[src/rtl/decode_pipe.sv]
// RV32I decode stage: a DEPTH-entry instruction queue feeding a combinational
// decoder whose results are captured in a single registered output slot.

`ifndef DECODE_PIPE_ENCODINGS
`define DECODE_PIPE_ENCODINGS
`define ALU_OP_WIDTH     4
`define ALU_OP_NONE      4'd0
`define ALU_OP_ADD       4'd1
`define ALU_OP_SUB       4'd2
`define ALU_OP_SLL       4'd3
`define ALU_OP_SLT       4'd4
`define ALU_OP_SLTU      4'd5
`define ALU_OP_XOR       4'd6
`define ALU_OP_SRL       4'd7
`define ALU_OP_SRA       4'd8
`define ALU_OP_OR        4'd9
`define ALU_OP_AND       4'd10
`define SEL_SRC_A_WIDTH  2
`define SEL_SRC_A_RS1    2'd0
`define SEL_SRC_A_PC     2'd1
`define SEL_SRC_A_ZERO   2'd2
`define SEL_SRC_B_WIDTH  2
`define SEL_SRC_B_RS2    2'd0
`define SEL_SRC_B_IMM    2'd1
`define SEL_SRC_B_FOUR   2'd2
`define SEL_PC_WIDTH     3
`define SEL_PC_ADD4      3'd0
`define SEL_PC_JAL       3'd1
`define SEL_PC_JALR      3'd2
`define SEL_PC_MTVEC     3'd3
`define SEL_PC_MEPC      3'd4
`endif

module decode_pipe #(
  parameter int DEPTH = 4,
  parameter int CNT_W = $clog2(DEPTH) + 1
) (
  input  logic                        clk,
  input  logic                        rst_n,
  input  logic                        flush,
  input  logic                        in_valid,
  output logic                        in_ready,
  input  logic [31:0]                 in_pc,
  input  logic [31:0]                 in_code,
  output logic                        out_valid,
  input  logic                        out_ready,
  output logic [4:0]                  rs1_num,
  output logic [4:0]                  rs2_num,
  output logic [4:0]                  rd_num,
  output logic [31:0]                 imm,
  output logic [`ALU_OP_WIDTH-1:0]    alu_op_sel,
  output logic [`SEL_SRC_A_WIDTH-1:0] src_a_sel,
  output logic [`SEL_SRC_B_WIDTH-1:0] src_b_sel,
  output logic [`SEL_PC_WIDTH-1:0]    pc_sel,
  output logic                        wb_reg,
  output logic                        illegal,
  output logic [31:0]                 out_pc
);

  localparam int AW = $clog2(DEPTH);

  localparam logic [6:0] OPC_LUI    = 7'b0110111;
  localparam logic [6:0] OPC_AUIPC  = 7'b0010111;
  localparam logic [6:0] OPC_JAL    = 7'b1101111;
  localparam logic [6:0] OPC_JALR   = 7'b1100111;
  localparam logic [6:0] OPC_BRANCH = 7'b1100011;
  localparam logic [6:0] OPC_LOAD   = 7'b0000011;
  localparam logic [6:0] OPC_STORE  = 7'b0100011;
  localparam logic [6:0] OPC_OPIMM  = 7'b0010011;
  localparam logic [6:0] OPC_OP     = 7'b0110011;
  localparam logic [6:0] OPC_SYSTEM = 7'b1110011;

  localparam logic [31:0] INSN_ECALL = 32'h0000_0073;
  localparam logic [31:0] INSN_MRET  = 32'h3020_0073;

  logic [31:0]      pcMem   [DEPTH];
  logic [31:0]      codeMem [DEPTH];
  logic [AW-1:0]    wrPtr_q, wrPtr_d;
  logic [AW-1:0]    rdPtr_q, rdPtr_d;
  logic [CNT_W-1:0] count_q, count_d;
  logic             push, pop, empty;

  logic                        outValid_q;
  logic [4:0]                  rs1_q, rs2_q, rd_q;
  logic [31:0]                 imm_q, pc_q;
  logic [`ALU_OP_WIDTH-1:0]    alu_q;
  logic [`SEL_SRC_A_WIDTH-1:0] srcA_q;
  logic [`SEL_SRC_B_WIDTH-1:0] srcB_q;
  logic [`SEL_PC_WIDTH-1:0]    pcSel_q;
  logic                        wb_q, ill_q;

  logic [31:0] headPc, headCode;
  logic [6:0]  opcode, funct7;
  logic [2:0]  funct3;
  logic [31:0] immI, immS, immB, immU, immJ;

  logic [4:0]                  decRs1, decRs2, decRd;
  logic [31:0]                 decImm;
  logic [`ALU_OP_WIDTH-1:0]    decAlu, baseAlu;
  logic [`SEL_SRC_A_WIDTH-1:0] decSrcA;
  logic [`SEL_SRC_B_WIDTH-1:0] decSrcB;
  logic [`SEL_PC_WIDTH-1:0]    decPc;
  logic                        decWb, decIll;

  // A full queue refuses input even if the head leaves this cycle.
  assign empty    = (count_q == '0);
  assign in_ready = rst_n && !flush && (count_q != CNT_W'(DEPTH));
  assign push     = in_valid && in_ready;
  assign pop      = !empty && (!outValid_q || out_ready);

  always_comb begin
    wrPtr_d = wrPtr_q;
    rdPtr_d = rdPtr_q;
    count_d = count_q;
    if (flush) begin
      wrPtr_d = '0;
      rdPtr_d = '0;
      count_d = '0;
    end else begin
      if (push) wrPtr_d = wrPtr_q + AW'(1);
      if (pop)  rdPtr_d = rdPtr_q + AW'(1);
      count_d = count_q + CNT_W'(push) - CNT_W'(pop);
    end
  end

  always_ff @(posedge clk) begin
    if (push) begin
      pcMem[wrPtr_q]   <= in_pc;
      codeMem[wrPtr_q] <= in_code;
    end
  end

  always_ff @(posedge clk) begin
    if (!rst_n) begin
      wrPtr_q <= '0;
      rdPtr_q <= '0;
      count_q <= '0;
    end else begin
      wrPtr_q <= wrPtr_d;
      rdPtr_q <= rdPtr_d;
      count_q <= count_d;
    end
  end

  assign headPc   = pcMem[rdPtr_q];
  assign headCode = codeMem[rdPtr_q];
  assign opcode   = headCode[6:0];
  assign funct3   = headCode[14:12];
  assign funct7   = headCode[31:25];

  assign immI = {{20{headCode[31]}}, headCode[31:20]};
  assign immS = {{20{headCode[31]}}, headCode[31:25], headCode[11:7]};
  assign immB = {{19{headCode[31]}}, headCode[31], headCode[7], headCode[30:25], headCode[11:8], 1'b0};
  assign immU = {headCode[31:12], 12'b0};
  assign immJ = {{11{headCode[31]}}, headCode[31], headCode[19:12], headCode[20], headCode[30:21], 1'b0};

  always_comb begin
    baseAlu = `ALU_OP_ADD;
    case (funct3)
      3'b000:  baseAlu = `ALU_OP_ADD;
      3'b001:  baseAlu = `ALU_OP_SLL;
      3'b010:  baseAlu = `ALU_OP_SLT;
      3'b011:  baseAlu = `ALU_OP_SLTU;
      3'b100:  baseAlu = `ALU_OP_XOR;
      3'b101:  baseAlu = `ALU_OP_SRL;
      3'b110:  baseAlu = `ALU_OP_OR;
      default: baseAlu = `ALU_OP_AND;
    endcase
  end

  always_comb begin
    decRs1  = headCode[19:15];
    decRs2  = headCode[24:20];
    decRd   = headCode[11:7];
    decImm  = '0;
    decAlu  = `ALU_OP_NONE;
    decSrcA = `SEL_SRC_A_RS1;
    decSrcB = `SEL_SRC_B_RS2;
    decWb   = 1'b0;
    decIll  = 1'b0;
    case (opcode)
      OPC_LUI, OPC_AUIPC: begin
        decRs1  = '0;
        decRs2  = '0;
        decImm  = immU;
        decAlu  = `ALU_OP_ADD;
        decSrcA = (opcode == OPC_LUI) ? `SEL_SRC_A_ZERO : `SEL_SRC_A_PC;
        decSrcB = `SEL_SRC_B_IMM;
        decWb   = 1'b1;
      end
      OPC_JAL: begin
        decRs1  = '0;
        decRs2  = '0;
        decImm  = immJ;
        decAlu  = `ALU_OP_ADD;
        decSrcA = `SEL_SRC_A_PC;
        decSrcB = `SEL_SRC_B_FOUR;
        decWb   = 1'b1;
      end
      OPC_JALR: begin
        decRs2  = '0;
        decImm  = immI;
        decAlu  = `ALU_OP_ADD;
        decSrcA = `SEL_SRC_A_PC;
        decSrcB = `SEL_SRC_B_FOUR;
        decWb   = 1'b1;
      end
      OPC_BRANCH: begin
        decRd  = '0;
        decImm = immB;
        case (funct3)
          3'b000, 3'b001: decAlu = `ALU_OP_SUB;
          3'b100, 3'b101: decAlu = `ALU_OP_SLT;
          3'b110, 3'b111: decAlu = `ALU_OP_SLTU;
          default:        decIll = 1'b1;
        endcase
      end
      OPC_LOAD: begin
        decRs2  = '0;
        decImm  = immI;
        decAlu  = `ALU_OP_ADD;
        decSrcB = `SEL_SRC_B_IMM;
        decWb   = 1'b1;
      end
      OPC_STORE: begin
        decRd   = '0;
        decImm  = immS;
        decAlu  = `ALU_OP_ADD;
        decSrcB = `SEL_SRC_B_IMM;
      end
      OPC_OPIMM: begin
        decRs2  = '0;
        decImm  = immI;
        decAlu  = baseAlu;
        decSrcB = `SEL_SRC_B_IMM;
        decWb   = 1'b1;
        if (funct3 == 3'b001 && funct7 != 7'b0000000) decIll = 1'b1;
        if (funct3 == 3'b101) begin
          if (funct7 == 7'b0100000)      decAlu = `ALU_OP_SRA;
          else if (funct7 != 7'b0000000) decIll = 1'b1;
        end
      end
      OPC_OP: begin
        decWb = 1'b1;
        if (funct7 == 7'b0000000)                         decAlu = baseAlu;
        else if (funct7 == 7'b0100000 && funct3 == 3'b000) decAlu = `ALU_OP_SUB;
        else if (funct7 == 7'b0100000 && funct3 == 3'b101) decAlu = `ALU_OP_SRA;
        else                                              decIll = 1'b1;
      end
      OPC_SYSTEM: begin
        decRs2  = '0;
        decImm  = immI;
        decSrcB = `SEL_SRC_B_IMM;
      end
      default: decIll = 1'b1;
    endcase
    // Illegal encodings present a fully neutral bundle apart from the trap redirect.
    if (decIll) begin
      decRs1  = '0;
      decRs2  = '0;
      decRd   = '0;
      decImm  = '0;
      decAlu  = `ALU_OP_NONE;
      decSrcA = `SEL_SRC_A_RS1;
      decSrcB = `SEL_SRC_B_RS2;
      decWb   = 1'b0;
    end
  end

  always_comb begin
    decPc = `SEL_PC_ADD4;
    if (decIll) begin
      decPc = `SEL_PC_MTVEC;
    end else begin
      case (opcode)
        OPC_JAL:    decPc = `SEL_PC_JAL;
        OPC_JALR:   decPc = `SEL_PC_JALR;
        OPC_SYSTEM: begin
          if (headCode == INSN_ECALL)     decPc = `SEL_PC_MTVEC;
          else if (headCode == INSN_MRET) decPc = `SEL_PC_MEPC;
          else                            decPc = `SEL_PC_ADD4;
        end
        default:    decPc = `SEL_PC_ADD4;
      endcase
    end
  end

  // Fields are only rewritten on a load, so a stalled output stays frozen.
  always_ff @(posedge clk) begin
    if (!rst_n) begin
      outValid_q <= 1'b0;
      rs1_q      <= '0;
      rs2_q      <= '0;
      rd_q       <= '0;
      imm_q      <= '0;
      alu_q      <= '0;
      srcA_q     <= '0;
      srcB_q     <= '0;
      pcSel_q    <= '0;
      wb_q       <= 1'b0;
      ill_q      <= 1'b0;
      pc_q       <= '0;
    end else if (flush) begin
      outValid_q <= 1'b0;
    end else if (pop) begin
      outValid_q <= 1'b1;
      rs1_q      <= decRs1;
      rs2_q      <= decRs2;
      rd_q       <= decRd;
      imm_q      <= decImm;
      alu_q      <= decAlu;
      srcA_q     <= decSrcA;
      srcB_q     <= decSrcB;
      pcSel_q    <= decPc;
      wb_q       <= decWb;
      ill_q      <= decIll;
      pc_q       <= headPc;
    end else if (out_ready) begin
      outValid_q <= 1'b0;
    end
  end

  assign out_valid  = outValid_q;
  assign rs1_num    = rs1_q;
  assign rs2_num    = rs2_q;
  assign rd_num     = rd_q;
  assign imm        = imm_q;
  assign alu_op_sel = alu_q;
  assign src_a_sel  = srcA_q;
  assign src_b_sel  = srcB_q;
  assign pc_sel     = pcSel_q;
  assign wb_reg     = wb_q;
  assign illegal    = ill_q;
  assign out_pc     = pc_q;

endmodule

[config.mk]
export PLATFORM = sky130hd
export DESIGN_NAME = decode_pipe
export DESIGN_NICKNAME = d
export VERILOG_FILES = /design/src/rtl/decode_pipe.sv
export SDC_FILE = /design/constraint.sdc
export NUM_CORES = 1
export LEC_CHECK = 0
export ABC_AREA = 1
export BUFFER_PORTS_ARGS = -buffer_cell sky130_fd_sc_hd__clkbuf_2
export CELL_PAD_IN_SITES_DETAIL_PLACEMENT = 0
export CELL_PAD_IN_SITES_GLOBAL_PLACEMENT = 1
export CORE_ASPECT_RATIO = 1.5
export CORE_MARGIN = 5
export CORE_UTILIZATION = 50
export DETAILED_ROUTE_END_ITERATION = 8
export PLACE_DENSITY_LB_ADDON = 0.1
export SYNTH_ARGS = -nofsm -noshare
export SYNTH_HDL_FRONTEND = slang
export SYNTH_SLANG_ARGS = --single-unit
[constraint.sdc]
create_clock -name clk -period 10.8 [get_ports clk]
set_clock_uncertainty 0.2 [all_clocks]
set_input_delay 1.62 -clock clk [delete_from_list [all_inputs] [get_ports clk]]
set_output_delay 1.62 -clock clk [all_outputs]
set_load 0.005 [all_outputs]
==> metrics.txt <==
status finished clean; Max Freq 190 MHz; max-slew violations 0; sw power 1.13 mW; max-cap violations 0; clock network power share 0.317; YS warnings 0; Sink Count 358; DRC violations left 0; Die Y 220 um; Syn Inst Count 1406; die area 33100 um^2; final setup violation count 0; Arrival @ worst endpoint 3.43 ns; Leak Pwr 6.49 nW; ANT cells 0; Comb pwr share 0.235; I/O Pins 163; cts hold-fix bufs 0; Routed Antenna Nets 0; Sum Neg Setup Slack 0 ns; final hold violations 0; largest net degree at the start of global routing 92; number of vias per cell 5.19; Tightest Hold Check Type reg -> reg; Top Registers codeMem: 128 flops, pcMem: 128 flops; CTS Buffer Depth 3; CTS H-tree lvls 2; PD cells 213 nW/um^2; mapped cell area 14800 um^2; register bit total from synthesis 358; IO Port Bufs 162; Worst Tran Pin Value 1.13 ns; Pint 2.45 mW; area grow syn2layout 14.1%; TritonCTS buffer count 34; syn nets 1482; period utilisation layout 0.486; first-pass GRT wire length 52900 um; Worst-Skew Late Latency 0.52 ns; CP startpoint kind input pin; Post-Route WL 33800 um; DRT Pass-1 Iters 5; sequential share of power 0.448; Synth cell types 37; # rows 77; Max FO, Critical Path 58; switching portion of total power 0.316; unrepaired setup endpoints after global routing false; Worst R2R Setup Slack 6.63 ns; initial antenna violation count 1; fin crit period 5.25 ns; CTS clock-pin slew for the worst setup and hold paths 0.06 ns; layout cells sized above 1 0.193; Core Box Area 29300 um^2; drt wl/cell 17.2 um; WHS 0.261 ns; relative max-transition margin 0.244; # Post-CTS Setup Buffers 0; NumNets Final 1614; vias in the first global route 9759; IR drop worst, VDD 161 uV; Required @ worst endpoint 8.98 ns; CP Class in -> out; CTS root buf clkbuf_16; CTS tree built; GRT Total Usage 0.205; sequential share of the synthesized area 0.660; DPL Wire Length 21200 um; post_cts resized 0; Initial Utilization 0.504; gpl congestion 0.845; die span in x 150 um; grt ovf 0; initial DRC count 497; crit path capture type primary output; Vias 10200; Avg Cell Area, Syn 10.5 um^2
-- through the flow --
stage | util | instances | worst slack, ns | power [mW] | instance area (um^2)
floorplan | - | 1406 | 4.80 | 2.25 | 14800
global placement | 0.538 | 1897 | 5.46 | 2.49 | 15800
detailed placement | 0.538 | 1897 | 5.35 | 2.49 | 15800
CTS | 0.574 | 1958 | 5.50 | 3.63 | 16800
global route | 0.574 | 1958 | 5.30 | 3.80 | 16800
finish | 0.574 | 1958 | 5.55 | 3.59 | 16800
-- power groups by stage --
stage,sequential (mW),clock [mW],combinational [mW]
final,1.61,1.14,0.843
after global routing,1.62,1.22,0.963
after CTS,1.61,1.16,0.861
after detailed placement,1.64,0,0.857
after global placement,1.64,0,0.850
after floorplan,1.64,0,0.606
-- synth_stat cells --
library cell | count | share of area
buf_6 | 14 | 0.011
buf_2 | 5 | 0.0017
inv_2 | 2 | 0.00051
nand2_1 | 283 | 0.072
a21oi_1 | 62 | 0.021
dfxtp_1 | 102 | 0.14
inv_1 | 72 | 0.018
o21ai_0 | 118 | 0.040
and2_1 | 6 | 0.0025
ha_1 | 6 | 0.0051
or2_2 | 1 | 0.00042
xnor2_1 | 1 | 0.00059
a21oi_2 | 19 | 0.011
o21ai_1 | 1 | 0.00034
nand3_1 | 108 | 0.037
nor2_2 | 4 | 0.0017
fa_1 | 1 | 0.0014
nor2_1 | 181 | 0.046
o21a_1 | 2 | 0.0010
o22ai_1 | 34 | 0.014
buf_4 | 6 | 0.0031
clkbuf_1 | 51 | 0.013
nor3_4 | 1 | 0.0011
nand2_2 | 10 | 0.0042
edfxtp_1 | 256 | 0.52
a32o_1 | 1 | 0.00068
nor3_2 | 1 | 0.00068
nor3_1 | 9 | 0.0031
nand3b_1 | 2 | 0.0010
buf_1 | 3 | 0.00076
inv_4 | 1 | 0.00042
clkinv_1 | 1 | 0.00025
nand4_1 | 8 | 0.0034
nor2_4 | 2 | 0.0015
a32oi_1 | 1 | 0.00059
inv_6 | 1 | 0.00059
nand3_2 | 30 | 0.020
-- final timing paths --
| kind | from | to | depth (start not counted) |
|---|---|---|---|
| worst min-delay path | imm[12] | imm[12] | 2 |
| worst max register to register | flip-flop | imm[21] | 12 |
| worst min register to register | imm[12] | imm[12] | 2 |
| worst max-delay path | rst_n | in_ready | 7 |
-- kinds of logic (layout without fill, tap and decap cells) --
group	after synthesis	after routing	synth area share
buffers and inverters	156	313	0.0493
AND/OR/NAND/NOR	646	646	0.195
flip-flops	358	358	0.660
AO/OA/AOI/OAI	238	238	0.0894
XOR/XNOR	1	1	0.000594
adder cells (fa/ha/maj)	7	7	0.00645
-- routing by layer --
| metal | routed length, um | track usage |
|---|---|---|
| met4 | 809 | 0.0623 |
| met1 | 13700 | 0.250 |
| met2 | 17600 | 0.369 |
| met3 | 1710 | 0.0365 |
| met5 | 13 | 0 |
-- layout by cell type (no fill, tap or decap), types with 31 or more instances in the layout --
master,Yosys,final
nand2_1,283,283
edfxtp_1,256,256
nor2_1,181,176
clkbuf_2,0,163
o21ai_0,118,118
nand3_1,108,107
dfxtp_1,102,100
inv_1,72,71
a21oi_1,62,62
clkbuf_16,0,35
o22ai_1,34,34
nand3_2,30,31
-- cell type report --
class	count	area (um^2)
fillers	2617	12500
flip-flops and latches	358	9730
multi-input cells	892	4340
clock buffers	53	975
repair buffers	175	908
well taps	395	494
inverters	77	297
clock inverters	8	81.3
-- critical path, stage by stage --
cell and delay [ns]:
clkbuf_2 0.46, inv_2 0.14, buf_4 0.58, nor2_1 0.21, inv_1 0.21, a21oi_1 0.08, clkbuf_2 0.12
No activity file was read; power rests on OpenSTA's default activity.
